**src/rtl/dma_burst_scheduler.sv**
```systemverilog
// DMA burst scheduler: splits a programmed word-count job into bursts of up to MAX_BEATS beats,
// launching each burst to a DMA master and advancing the addresses as bursts complete.
module dma_burst_scheduler #(
  parameter int unsigned MAX_BEATS = 16,
  parameter int unsigned CNT_W     = 16
) (
  input  logic        i_clk,
  input  logic        i_rst_n,
  input  logic        i_cfg_we,
  input  logic [1:0]  i_cfg_addr,
  input  logic [31:0] i_cfg_wdata,
  output logic [31:0] o_cfg_rdata,
  output logic        o_start,
  output logic [31:0] o_source_addr,
  output logic [31:0] o_dest_addr,
  output logic [31:0] o_length,
  input  logic        i_clear_reg,
  output logic        o_busy,
  output logic        o_irq
);

  typedef enum logic [2:0] {StIdle, StCheck, StIssue, StWait, StDone} state_e;

  state_e           r_state;
  logic [31:0]      r_src, r_dst, r_len;
  logic [31:0]      r_cur_src, r_cur_dst;
  logic [31:0]      r_source_addr, r_dest_addr, r_length;
  logic [CNT_W-1:0] r_rem, r_chunk;
  logic             r_busy, r_start, r_irq_en, r_done, r_err;

  logic             w_ctrl_wr, w_go, w_w1c;
  logic [CNT_W-1:0] w_chunk;
  logic [31:0]      w_length, w_step;
  logic [15:0]      w_rem16;
  logic [31:0]      w_rdata;

  assign w_ctrl_wr = i_cfg_we && (i_cfg_addr == 2'd3);
  assign w_go      = w_ctrl_wr && i_cfg_wdata[0] && !r_busy;
  assign w_w1c     = w_ctrl_wr && i_cfg_wdata[2];
  assign w_chunk   = (r_rem > CNT_W'(MAX_BEATS)) ? CNT_W'(MAX_BEATS) : r_rem;
  assign w_length  = 32'(w_chunk - CNT_W'(1));
  // Byte advance per completed burst; wraps modulo 2^32 with the address adders.
  assign w_step    = 32'(r_chunk) << 2;
  assign w_rem16   = 16'(r_rem);

  always_ff @(posedge i_clk or negedge i_rst_n) begin
    if (!i_rst_n) begin
      r_state       <= StIdle;
      r_src         <= '0;
      r_dst         <= '0;
      r_len         <= '0;
      r_cur_src     <= '0;
      r_cur_dst     <= '0;
      r_source_addr <= '0;
      r_dest_addr   <= '0;
      r_length      <= '0;
      r_rem         <= '0;
      r_chunk       <= '0;
      r_busy        <= 1'b0;
      r_start       <= 1'b0;
      r_irq_en      <= 1'b0;
      r_done        <= 1'b0;
      r_err         <= 1'b0;
    end else begin
      r_start <= 1'b0;
      if (i_cfg_we && !r_busy) begin
        case (i_cfg_addr)
          2'd0:    r_src <= i_cfg_wdata;
          2'd1:    r_dst <= i_cfg_wdata;
          2'd2:    r_len <= i_cfg_wdata;
          default: ;
        endcase
      end
      if (w_ctrl_wr) r_irq_en <= i_cfg_wdata[1];
      if (w_w1c) begin
        r_done <= 1'b0;
        r_err  <= 1'b0;
      end
      // Flag sets below come after the W1C so a same-cycle set wins.
      case (r_state)
        StIdle: begin
          if (w_go) begin
            r_rem     <= r_len[CNT_W-1:0];
            r_cur_src <= r_src;
            r_cur_dst <= r_dst;
            r_busy    <= 1'b1;
            r_state   <= StCheck;
          end
        end
        StCheck: begin
          r_chunk <= w_chunk;
          if (r_rem == '0) begin
            r_state <= StDone;
          end else if (w_chunk == CNT_W'(1)) begin
            r_err   <= 1'b1;
            r_state <= StDone;
          end else begin
            r_start       <= 1'b1;
            r_length      <= w_length;
            r_source_addr <= r_cur_src;
            r_dest_addr   <= r_cur_dst;
            r_state       <= StIssue;
          end
        end
        StIssue: r_state <= StWait;
        StWait: begin
          if (i_clear_reg) begin
            r_rem     <= r_rem - r_chunk;
            r_cur_src <= r_cur_src + w_step;
            r_cur_dst <= r_cur_dst + w_step;
            r_state   <= StCheck;
          end
        end
        StDone: begin
          r_done  <= 1'b1;
          r_busy  <= 1'b0;
          r_state <= StIdle;
        end
        default: r_state <= StIdle;
      endcase
    end
  end

  always_comb begin
    w_rdata = '0;
    case (i_cfg_addr)
      2'd0:    w_rdata = r_src;
      2'd1:    w_rdata = r_dst;
      2'd2:    w_rdata = r_len;
      default: w_rdata = {w_rem16, 12'd0, r_err, r_done, r_irq_en, r_busy};
    endcase
  end

  assign o_cfg_rdata   = w_rdata;
  assign o_start       = r_start;
  assign o_source_addr = r_source_addr;
  assign o_dest_addr   = r_dest_addr;
  assign o_length      = r_length;
  assign o_busy        = r_busy;
  assign o_irq         = r_done & r_irq_en;

endmodule

```
**config.mk**
```make
export PLATFORM = sky130hd
export DESIGN_NAME = dma_burst_scheduler
export DESIGN_NICKNAME = d
export VERILOG_FILES = /design/src/rtl/dma_burst_scheduler.sv
export SDC_FILE = /design/constraint.sdc
export NUM_CORES = 1
export LEC_CHECK = 0
export CAP_MARGIN = 20
export CORE_ASPECT_RATIO = 1.25
export CORE_UTILIZATION = 37
export CTS_BUF_LIST = sky130_fd_sc_hd__clkbuf_2
export CTS_CLUSTER_SIZE = 28
export DETAILED_ROUTE_END_ITERATION = 16
export MAX_ROUTING_LAYER = met4
export SYNTH_ARGS = -nofsm -noshare
export SYNTH_HDL_FRONTEND = slang
export SYNTH_SLANG_ARGS = --single-unit
```
**constraint.sdc**
```tcl
create_clock -name i_clk -period 3.95 [get_ports i_clk]
set_input_delay 0.395 -clock i_clk [delete_from_list [all_inputs] [get_ports i_clk]]
set_output_delay 0.395 -clock i_clk [all_outputs]
set_load 0.03 [all_outputs]
```
After elaboration in Yosys (flattened, before gate mapping):

Cells that the tools add are included.

* $add $sub $neg: 4
* magnitude comparators: 1
* equality and inequality tests: 10
* multiplexer cells: 27
* bitwise gates (word level): 3
* reduce and logical (&&, ||, !) cells: 19

Operators by type and width (number)
* 2-to-1 mux 32 bit: 4
* one-hot mux 32 bit (2 select lines): 2
* one-hot mux 32 bit (3 select lines): 1
* adder 32 x 18 -> 32 bit: 2
* 2-to-1 mux 16 bit: 3
* one-hot mux 16 bit (2 select lines): 1
* subtractor 16 x 1 -> 17 bit (second input constant): 1
* == test 16 x 1 -> 1 bit (second input constant): 1
* > comparator 16 x 5 -> 1 bit (second input constant): 1
* zero test 16 bit: 1
* subtractor 16 bit: 1
* 2-to-1 mux 3 bit: 4
* one-hot mux 3 bit (4 select lines): 1
* 2-to-1 mux 1 bit: 10
* AND reduction 2 bit: 5
* == test 3 x 2 -> 1 bit (second input constant): 2
* AND reduction 3 bit: 2
* nonzero test 2 bit: 3
* logical AND 1 bit: 5
* == test 2 bit (second input constant): 2
* inequality test 2 bit (second input constant): 2
* == test 3 x 1 -> 1 bit (second input constant): 1
* == test 3 bit (second input constant): 1
* zero test 3 bit: 1
* 6 further kinds: 7

* register bits: 296
* input bits: 38
* output and inout port bits: 131

Longest topological paths before layout:

* depth in word-level cells: 7
* gate-level depth with buffers: 13
* depth with buffers taken out: 12

Worst setup path after synthesis:

Ideal clock, no wire load.

* path kind: input to output
* start point: in i_cfg_addr[0]
* end point: out o_cfg_rdata[10]
* data arrival time: 2.393 ns
* required time: 3.555 ns
* path slack: 1.162 ns
* stages on the path: 5
* path buffers: 3
* cells stage by stage: buf_2 > buf_1 > buf_1 > mux2i_1 > o21ai_0

* word-level cells in the longest chain between the ends: 2
* elaborated cells on any way between the ends: 4
* classes of those cells: eq/ne: 2; mux: 1; reduce/logical: 1

Ends and longest elaborated chain
* start, declared: RTL line 10 `input logic [1:0] i_cfg_addr,`
* == test 2 bit (tied with other cells): RTL line 126 `case (i_cfg_addr)`
* one-hot mux 32 bit (3 select lines) *: RTL line 126
* end, declared: RTL line 12 `output logic [31:0] o_cfg_rdata,`

Every way passes the cells marked *; elsewhere a longest branch is shown, timed or not.

Worst setup path in the final report:

* start point: reg r_chunk[0]
* end point: reg r_cur_dst[30]

* word-level cells in the longest chain between the ends: 3

Ends and longest elaborated chain
* start, declared: RTL line 28 `logic [CNT_W-1:0] r_rem, r_chunk;`
* start signal, assigned: RTL line 91 `r_chunk <= w_chunk;`
* adder 32 x 18 -> 32 bit: RTL line 110 `r_cur_dst <= r_cur_dst + w_step;`
* 2-to-1 mux 32 bit: RTL line 107 `if (i_clear_reg) begin`
* one-hot mux 32 bit (2 select lines): RTL line 80 `case (r_state)`
* end signal, assigned: RTL line 85 `r_cur_dst <= r_dst;`
* end signal, assigned: RTL line 110
* end, declared: RTL line 26 `logic [31:0] r_cur_src, r_cur_dst;`

No other way between the ends. The select of a mux whose other input is x is not followed.
A chain may end at the register's enable or synchronous reset.

==> results.json <==
{
  "maxCapViolCount": 0,
  "areaGrowthSynthToFinish_pct": 20.0,
  "layout.filler_cells": 3832,
  "ys_types": 75,
  "place.gp.congestion": 0.900,
  "grt_pass1_vias": 12100,
  "tns_ns": 0,
  "max_freq_mhz": 300,
  "hold_class": "in -> async",
  "endpoint_kind": "register",
  "clock_latency_ns": 0.97,
  "drive_gt1_frac": 0.174,
  "relSlewSlack": 0.355,
  "postSynthCellCount": 1496,
  "start_util": 0.375,
  "routed_wl_um": 43300,
  "die_y_um": 225,
  "fin_skew_ns": 0.0777,
  "ys_warn_count": 0,
  "tightest_slew_ns": 0.967,
  "synth-async-reset-ratio": 1.00,
  "drt_iter0_drc": 772,
  "ir_drop_v": 0.000351,
  "grt_max_degree": 113,
  "layout.nets": 1767,
  "multi_input_area_um2": 7100,
  "synth_nets": 1586,
  "final_max_slew_viol_count": 0,
  "finish.utilization": 0.451,
  "yosysMostFrequentCell": "nand2_1",
  "final_hold_viol_count": 0,
  "io_pins": 169,
  "crit_fanout": 6,
  "seqCellArea_um2": 7030,
  "layout_min_cycle_time_ns": 3.33,
  "cts-buffers-inserted": 75,
  "worstSetupPathType": "reg -> reg",
  "synth_top_area_frac": 0.479,
  "cts.sinks": 281,
  "route.detailed.drc": 0,
  "track_usage": 0.225,
  "total_power_mw": 11.5,
  "row_count": 81,
  "finalSetupViolations": 0,
  "root_buffer": "clkbuf_2",
  "ys_seq_area_frac": 0.479,
  "yosys-top-cells-count": "nand2_1 (321), dfrtp_1 (281), mux2_2 (103)",
  "p_leak_nw": 8.29,
  "startpoint_type": "register",
  "syn_area_um2": 14700,
  "synth_top_cell_by_area": "dfrtp_1",
  "dieArea_um2": 40500,
  "first_pass_iters": 5,
  "rsz0062_at_grt": "false",
  "cts_max_path_buffers": 3,
  "synth_edf_count": 0,
  "setup_ws_ns": 0.619,
  "cts_max_level": 3,
  "port_buffers": 168,
  "synth.top_cells.by_area": "dfrtp_1 (48%), nand2_1 (8.2%), mux2_2 (7.9%), ha_1 (4.2%), a21oi_1 (3.3%)",
  "wl_per_cell_um": 19.4,
  "critPathArrivalTime_ns": 4.19,
  "die_x_um": 180,
  "clk_pin_slew_ns": 0.11,
  "grt_overflow": 0,
  "synth_flop_cell": "dfrtp_1",
  "vias_per_cell": 5.46,
  "ant_nets": 0,
  "status": "finished, final reports clean",
  "core_area_um2": 39100,
  "post-route-period-util": 0.843,
  "cp.required_ns": 4.81,
  "post-dp-hpwl_um": 30500,
  "vias": 12200,
  "place_ws_ns": 0.644,
  "syn_area_per_cell_um2": 9.82,
  "power_density_nw_per_um2": 655,
  "grt_first_pass_wirelength_um": 68200,
  "yosys_register_bits": 281,
  "antenna_found_initial": 2,
  "cts_tree": "built"
}
## routing by layer
layer  track usage  vias to the layer above  part of all wire
li1              -                     5652                 -
met1         0.283                     5954              0.43
met2         0.348                      435              0.47
met3        0.0358                      112             0.056
met4         0.123                        0             0.045
met5             -                        -                 0
## worst paths after layout
| path | from | to | slack, ns | cells past startpoint |
|---|---|---|---|---|
| min reg2reg | o_source_addr[31] | o_source_addr[31] | 0.47 | 2 |
| max reg2reg | r_chunk[0] | r_cur_dst[30] | 0.62 | 11 |
| max | r_chunk[0] | r_cur_dst[30] | 0.62 | 11 |
| min | i_rst_n | o_start | 0.12 | 2 |
| min in group i_clk | i_cfg_wdata[3] | r_src[3] | 0.13 | 2 |
| max in group asynchronous | i_rst_n | r_src[1] | 2.73 | 3 |
## cells in the final DEF, fill, tap and decap left out, types with 8 or more instances in the layout
cell | netlist | routed
mux2_2 | 103 | 103
clkdlybuf4s50_1 | 0 | 154
dfrtp_1 | 281 | 281
buf_4 | 16 | 30
a311oi_1 | 8 | 8
xor2_1 | 13 | 13
a21oi_1 | 98 | 97
a211oi_1 | 15 | 15
a31oi_1 | 14 | 14
ha_1 | 49 | 49
nand2_1 | 321 | 321
and2_1 | 14 | 14
mux4_2 | 20 | 20
clkbuf_2 | 0 | 106
nor2b_1 | 9 | 9
nor2_1 | 83 | 83
inv_1 | 32 | 32
and3_1 | 18 | 18
mux2i_1 | 13 | 13
clkinv_1 | 0 | 12
o21ai_0 | 75 | 75
nand2b_1 | 12 | 12
buf_12 | 0 | 14
nand3_1 | 36 | 36
nor3_1 | 29 | 28
or3_1 | 9 | 9
a21o_1 | 21 | 20
nand4_1 | 8 | 8
xnor2_1 | 19 | 19
## registers in the layout, indices dropped and copies added (netlist names), 17 cells and up
signal and flops:
o_source_addr 32, o_length 17, r_len 32, r_src 32, r_cur_src 32, r_dst 32, r_cur_dst 32, o_dest_addr 32
## repair_timing
action	4_1_cts	5_1_grt
resized for setup	0	0
endpoints found under the hold margin	109	0
hold buffers	2	0
setup buffers	0	0
## layout make-up
| type | count | share of cell area |
|---|---|---|
| sequential | 281 | 0.399 |
| tap | 498 | 0.0353 |
| timing repair buffer | 202 | 0.118 |
| multi-input combinational | 1084 | 0.403 |
| clock buffer | 106 | 0.0301 |
| clock inverter | 19 | 0.00717 |
| antenna | 3 | 0.000426 |
| inverter | 33 | 0.00703 |
## critical path: stages (launching register included)
cell and delay [ns]:
dfrtp_1 0.41, ha_1 0.19, inv_1 0.05, fa_1 0.37
nand2b_1 0.21, a21oi_1 0.24, o31ai_1 0.20, o41ai_1 0.55
o21ai_1 0.25, nor2_1 0.35, a211oi_1 0.13, a311oi_1 0.30
## kinds of logic (layout without fill, tap and decap cells)
| kind of cell | count (synthesis) | count (layout) | synth area share |
|---|---|---|---|
| other cells | 0 | 3 | 0 |
| simple gates | 561 | 561 | 0.168 |
| mux | 136 | 136 | 0.119 |
| compound gates | 303 | 303 | 0.130 |
| fa+ha+maj | 52 | 52 | 0.0458 |
| xor+xnor | 32 | 32 | 0.0191 |
| buf+inv | 131 | 360 | 0.0400 |
| flops | 281 | 281 | 0.479 |
## through the flow
step,hold slack (ns),instance area (µm²),cells
after floorplan,0.0994,14700,1496
after global placement,0.457,16900,2096
after detailed placement,0.462,16900,2096
after CTS,0.0241,17600,2223
after global routing,0.0700,17600,2226
final,0.120,17600,2226
## where the power goes
part	internal [mW]	leakage [nW]	switching, mW
combinational	2.00	4.08	3.07
clock	0.843	0.508	1.22
sequential	3.63	3.71	0.775
(Power assumes the default switching activity.)
